**src/rtl/array_19_arb.sv**
```systemverilog
// array_19_arb: read/write arbiter with starvation bound for a 4096x60 lane-masked SRAM; ARRAY19_ARB_INIT_EN adds a zero-fill sweep
module array_19_arb #(
  parameter int ADDR_W = 12,
  parameter int DATA_W = 60,
  parameter int LANES = 10,
  parameter int STARVE_LIMIT = 4
) (
  input  logic              clock,
  input  logic              reset_n,
  input  logic              rd_req_valid,
  output logic              rd_req_ready,
  input  logic [ADDR_W-1:0] rd_req_addr,
  output logic              rd_resp_valid,
  output logic [DATA_W-1:0] rd_resp_data,
  input  logic              wr_req_valid,
  output logic              wr_req_ready,
  input  logic [ADDR_W-1:0] wr_req_addr,
  input  logic [LANES-1:0]  wr_req_mask,
  input  logic [DATA_W-1:0] wr_req_data,
  output logic              sram_en,
  output logic              sram_wmode,
  output logic [ADDR_W-1:0] sram_addr,
  output logic [LANES-1:0]  sram_wmask,
  output logic [DATA_W-1:0] sram_wdata,
  input  logic [DATA_W-1:0] sram_rdata,
  output logic              init_done
);
  localparam int CNT_W = $clog2(STARVE_LIMIT + 1);
  localparam logic [CNT_W-1:0] LIM = CNT_W'(STARVE_LIMIT);
  logic [CNT_W-1:0] starve_cnt;
  logic [ADDR_W-1:0] init_ptr;
  logic sweep;
  logic wr_win;
`ifdef ARRAY19_ARB_INIT_EN
  typedef enum logic {INIT, RUN} state_t;
  state_t state;
  // zero-fill sweep over every address, then one settling cycle before serving traffic
  always_ff @(posedge clock or negedge reset_n) begin
    if (!reset_n) begin
      state <= INIT;
      init_ptr <= '0;
      init_done <= 1'b0;
    end else begin
      init_done <= state == RUN;
      if (state == INIT) begin
        init_ptr <= init_ptr + 1'b1;
        if (init_ptr == '1) state <= RUN;
      end
    end
  end
  assign sweep = reset_n && state == INIT;
`else
  // serving starts on the first edge after reset release
  always_ff @(posedge clock or negedge reset_n) begin
    if (!reset_n) init_done <= 1'b0;
    else init_done <= 1'b1;
  end
  assign init_ptr = '0;
  assign sweep = 1'b0;
`endif
  // reads win ties until the pending write has waited STARVE_LIMIT cycles
  always_comb begin
    wr_win = wr_req_valid && (!rd_req_valid || starve_cnt >= LIM);
    rd_req_ready = init_done && rd_req_valid && !wr_win;
    wr_req_ready = init_done && wr_win;
    sram_en = sweep || rd_req_ready || wr_req_ready;
    sram_wmode = sweep || wr_req_ready;
    sram_addr = sweep ? init_ptr : wr_req_ready ? wr_req_addr : rd_req_ready ? rd_req_addr : '0;
    sram_wmask = sweep ? '1 : wr_req_ready ? wr_req_mask : '0;
    sram_wdata = wr_req_ready ? wr_req_data : '0;
  end
  // response strobe follows the read handshake; starvation counter saturates while a write is held off
  always_ff @(posedge clock or negedge reset_n) begin
    if (!reset_n) begin
      rd_resp_valid <= 1'b0;
      starve_cnt <= '0;
    end else begin
      rd_resp_valid <= rd_req_ready;
      starve_cnt <= (!init_done || !wr_req_valid || wr_req_ready) ? '0 :
                    starve_cnt == LIM ? LIM : starve_cnt + 1'b1;
    end
  end
  assign rd_resp_data = sram_rdata;
endmodule
```
**config.mk**
```make
export PLATFORM = sky130hd
export DESIGN_NAME = array_19_arb
export DESIGN_NICKNAME = d
export VERILOG_FILES = /design/src/rtl/array_19_arb.sv
export SDC_FILE = /design/constraint.sdc
export NUM_CORES = 1
export LEC_CHECK = 0
export BUFFER_PORTS_ARGS = -buffer_cell sky130_fd_sc_hd__buf_4
export CORE_AREA = 2 2 120 122
export CTS_CLUSTER_SIZE = 28
export DETAILED_ROUTE_END_ITERATION = 12
export DIE_AREA = 0 0 122 124
export MAX_ROUTING_LAYER = met4
export PLACE_DENSITY_LB_ADDON = 0.2
export SYNTH_ARGS = -nofsm -noshare
export SYNTH_HDL_FRONTEND = slang
export SYNTH_SLANG_ARGS = --single-unit
```
**constraint.sdc**
```tcl
create_clock -name clock -period 1.3 [get_ports clock]
set_input_delay 0.065 -clock clock [delete_from_list [all_inputs] [get_ports clock]]
set_output_delay 0.065 -clock clock [all_outputs]
set_load 0.01 [all_outputs]
```
# After elaboration in Yosys (flattened, before gate mapping)

Index checks and enable logic that the tools add are counted.

$lt $le $gt $ge: 1
Reductions and logical operators: 12
Muxes and demuxes: 6
Add/sub/neg operators: 1
Eq/ne operators: 1

Operators with widths:

| operator              | count |
|---|---|
| $mux W60              | 1 |
| $mux W12              | 2 |
| $mux W10              | 1 |
| $mux W3               | 2 |
| $logic_and A1 B1 Y1   | 4 |
| $logic_not A1 Y1      | 4 |
| $logic_or A1 B1 Y1    | 4 |
| $add A3 B1 Y3 const B | 1 |
| $eq A3 B3 Y1 const B  | 1 |
| $ge A3 B3 Y1 const B  | 1 |

Input bits: 158
Register bits after elaboration: 5
Output and inout port bits: 148
Logic and storage cells: 24

# Logic depth before layout (Yosys ltp)

Depth in word-level cells: 7
Mapped depth: 6
Gate-level depth less buffers: 3

# Least setup slack after synthesis

OpenSTA, ideal clock, no wires.

Path type: register to output
Start point: reg init_done
End point: out wr_req_ready
Buffers on the path: 3
Required time: 1.235 ns
Cell stages (with the launch flop): 6
Path slack: 0.021 ns
Arrival: 1.214 ns
Path through: dfrtp_1 -> buf_4 -> nand2_2 -> buf_2 -> nor2_1 -> buf_4

Longest elaborated chain between the ends: 1

Ends and longest elaborated chain:

| element                | line | RTL |
|---|---|---|
| start, declared        | 26   | `output logic init_done` |
| start signal, assigned | 55   | `if (!reset_n) init_done <= 1'b0;` |
| start signal, assigned | 56   | `else init_done <= 1'b1;` |
| $logic_and A1 B1 Y1    | 65   | `wr_req_ready = init_done && wr_win;` |
| end, declared          | 16   | `output logic wr_req_ready,` |

No other way between the ends.

# Worst setup path in the final report

Start point: reg starve_cnt[2]
End point: out sram_wmode

Longest elaborated chain between the ends: 4

Ends and longest elaborated chain:

| element                | line | RTL |
|---|---|---|
| start, declared        | 30   | `logic [CNT_W-1:0] starve_cnt;` |
| start signal, assigned | 79   | `starve_cnt <= (!init_done \|\| !wr_req_valid \|\| wr_req_ready) ? '0 :` |
| $ge A3 B3 Y1           | 63   | `wr_win = wr_req_valid && (!rd_req_valid \|\| starve_cnt >= LIM);` |
| $logic_or A1 B1 Y1     | 63   |  |
| $logic_and A1 B1 Y1    | 63   |  |
| $logic_and A1 B1 Y1    | 65   |  |
| end, declared          | 21   | `output logic sram_wmode,` |

No other way between the ends.

==> run summary <==
clock period minus final worst setup slack: 1.47 ns
die area: 15100 um2
cell at the root of the clock tree: sky130_fd_sc_hd__clkbuf_16
die extent in x: 122 um
top-level I/O count: 306
Power Density: 432 nW/um2
sw frac: 0.295
CTS tree: done
switching power summed over all nets: 480 uW
final layout net count: 508
leading post-synthesis cells by instance count: sky130_fd_sc_hd__buf_4, sky130_fd_sc_hd__nor3b_2, sky130_fd_sc_hd__nor3b_1
Async S/R FF share, synth: 1.00
Core Region: 13700 um2
depth of the CTS H-tree: 1
first drt pass iteration count: 3
starting utilization of the core area: 0.129
placement row count: 43
routed wire length per instance: 16.0 um
portion of total power attributed to the clock network: 0.307
proportion of power drawn by flip-flops and latches: 0.102
crit-path leading delay family: buffers and inverters
antenna-violating nets left: 0
non-filler instance count after layout: 527
sort of element at the start of the critical path: register
largest vdd supply drop: 0.301 mV
top achievable clock speed: 0.682 GHz
die span in y: 124 um
instance count of the mapped netlist: 211
Mapped Nets: 371
Cell Int Power: 1150 uW
Layout Utilization: 0.275
Worst-Margin Slew: 0.693 ns
beginning of the worst hold path: sram_rdata[53]
combined global-route utilization of all metal layers: 0.0938
number of clock sinks: 5
TritonCTS buffer count: 3
number of flops mapped to enable cells by yosys: 0
Setup WS post-layout: -0.166 ns
number of global-route vias before repair: 1925
max-slew violation count: 0
Routability Congestion: 0.666
fraction of the mapped netlist area in compound gates: 0.0652
synthesized area per cell: 8.37 um2
count of buffers from port buffering: 185
share of final-layout standard cells stronger than drive strength 1: 0.862
endpoint type of the worst setup path: output pin
Setup CP Type: register to output pin
outcome: complete, but fails checks
antenna violations before repair: 0
overflow left after global routing: 0
minimum hold slack: 0.130 ns
DR DRC count: 0
multiplexer fraction of the synthesized cell area: 0
clock slew at reported path FFs: 0.03 ns
vias: 2048
mean number of vias per cell: 3.89
Maximum Capacitance Violations: 0
count of distinct cell types in the synthesized netlist: 16
Max Clock Skew: 0.000557 ns
Crit path arrival time: 1.40 ns
setup repair after global routing missed its margin: true
synthesized-area fraction occupied by and/or/nand/nor cells: 0.493
final design area excluding fillers: 3770 um2
final count of hold timing violations: 0
number of warning messages in the yosys log: 0
number of buffers and inverters on the critical path: 3
cell taking the most area after synthesis: sky130_fd_sc_hd__nor3b_2
Final period util: 1.13
area share of the largest cell type after synthesis: 0.276
violated checks: negative setup slack
total inserted antenna cells: 0
sequential area share after synthesis: 0.0709
final WL: 8.41 mm
most repeated library cell on the critical path: sky130_fd_sc_hd__buf_4
Yosys reg bits: 5
flop2flop setup slack: -0.02 ns
maximum single-stage delay on the critical path: 0.41 ns
startpoint of the worst register-to-register path: starve_cnt[2]$_DFF_PN0_
most common cell in the netlist: sky130_fd_sc_hd__buf_4
class of the tightest hold or removal check: primary input to output pin
cells traversed along the worst timing path: nor2b_4 > buf_4 > buf_12 > nor2_1 > buf_4
Max transition margin: 0.537
Synth area leaders: sky130_fd_sc_hd__nor3b_2, sky130_fd_sc_hd__buf_4, sky130_fd_sc_hd__nor3b_1
required time worst endpoint: 1.24 ns
synthesized area: 1770 um2
clock latency reported for the late side of the worst-skew pair: 0.23 ns
relative contribution of combinational cells to total power: 0.591
number of endpoints failing setup at the final stage: 87
total power after layout: 1630 uW
Top FF cell, synth: sky130_fd_sc_hd__dfrtp_1
Longest Clk Path Bufs: 2
violation count after the first detailed-routing iteration: 74
adder-cell share of the synthesized area: 0.0142
Area after DPL: 2920 um2
largest net degree at the start of global routing: 47
global-route wire length before repair: 10.6 mm
largest family of logic cells by synthesized area: simple AND/OR/NAND/NOR gates
placed instance count: 504
CP Max Fanout: 23
area share of xor/xnor cells in the synthesized design: 0
startpoint of the worst setup timing path: starve_cnt[2]$_DFF_PN0_
Slowest-stage cell, CP: sky130_fd_sc_hd__dfrtp_1
HPWL Detailed: 5.71 mm
Static Leakage: 0.00170 uW
area grow syn2layout: 113%
==> cells by family after synthesis <==
kind of cell,Yosys count
adders and majority gates,2
buffers and inverters,87
and+or+nand+nor,103
AOI/OAI and AO/OA,13
other,1
DFF,5
==> cell type report <==
| type | count | area (um2) |
|---|---|---|
| Timing Repair Buffer | 215 | 1970 |
| Tap cell | 180 | 225 |
| Clock buffer | 4 | 78.8 |
| Inverter | 4 | 15.0 |
| Multi-Input combinational cell | 119 | 1350 |
| Sequential cell | 5 | 126 |
| Fill cell | 1466 | 9950 |
==> state kept, by name, indices dropped and copies added, names as in the netlist <==
register and cells:
starve_cnt 3, init_done 1, rd_resp_valid 1
==> layout by cell type (no fill, tap or decap), drive strengths merged <==
| master | Yosys | final |
|---|---|---|
| a21bo | 1 | 1 |
| and4 | 2 | 2 |
| buf | 83 | 208 |
| bufbuf | 0 | 1 |
| clkbuf | 0 | 9 |
| conb | 1 | 1 |
| dfrtp | 5 | 5 |
| dlygate4sd3 | 0 | 1 |
| ha | 2 | 2 |
| inv | 4 | 4 |
| nand2 | 25 | 25 |
| nor2 | 4 | 4 |
| nor2b | 1 | 1 |
| nor3b | 71 | 71 |
| o32ai | 12 | 12 |
==> per-stage QoR <==
step,worst slack [ns],setup TNS [ns]
after global routing,-0.232,-15.36
after detailed placement,0.0373,0
after global placement,0.0499,0
after CTS,-0.172,-10.51
after floorplan,0.0206,0
final,-0.166,-10.64
==> path summary, 6_finish.rpt <==
check | to | depth (start not counted)
setup / recovery | sram_wmode | 5
hold / removal | rd_resp_data[53] | 0
setup reg to reg | starve_cnt[1]$_DFF_PN0_ | 5
hold reg to reg | starve_cnt[0]$_DFF_PN0_ | 1
max in group asynchronous | init_done$_DFF_PN0_ | 2
min in group asynchronous | starve_cnt[2]$_DFF_PN0_ | 2
==> power groups by stage <==
stage               combinational [uW]  sequential, uW  clock [uW]
finish                             961             166         499
global route                      1030             167         527
CTS                                833             166         511
detailed placement                 715             167           0
global placement                   711             167           0
floorplan                          489             167           0
==> layer usage <==
metal  track usage  vias up  routed length (um)
met5             -        -                   0
met4        0.0295        0                 218
met3        0.0293       32                 801
met2         0.171      136                4530
met1        0.0960      938                2870
li1              -      942                   -
==> what timing repair did <==
item                                   4_1_cts  5_1_grt
resized for setup                           37       45
pin swaps                                    3       16
setup endpoints to repair                   86       85
setup buffers                                4        5
hold buffers                                 1        0
endpoints found under the hold margin        5        0
cloned                                       4        6
(Power assumes the default switching activity.)
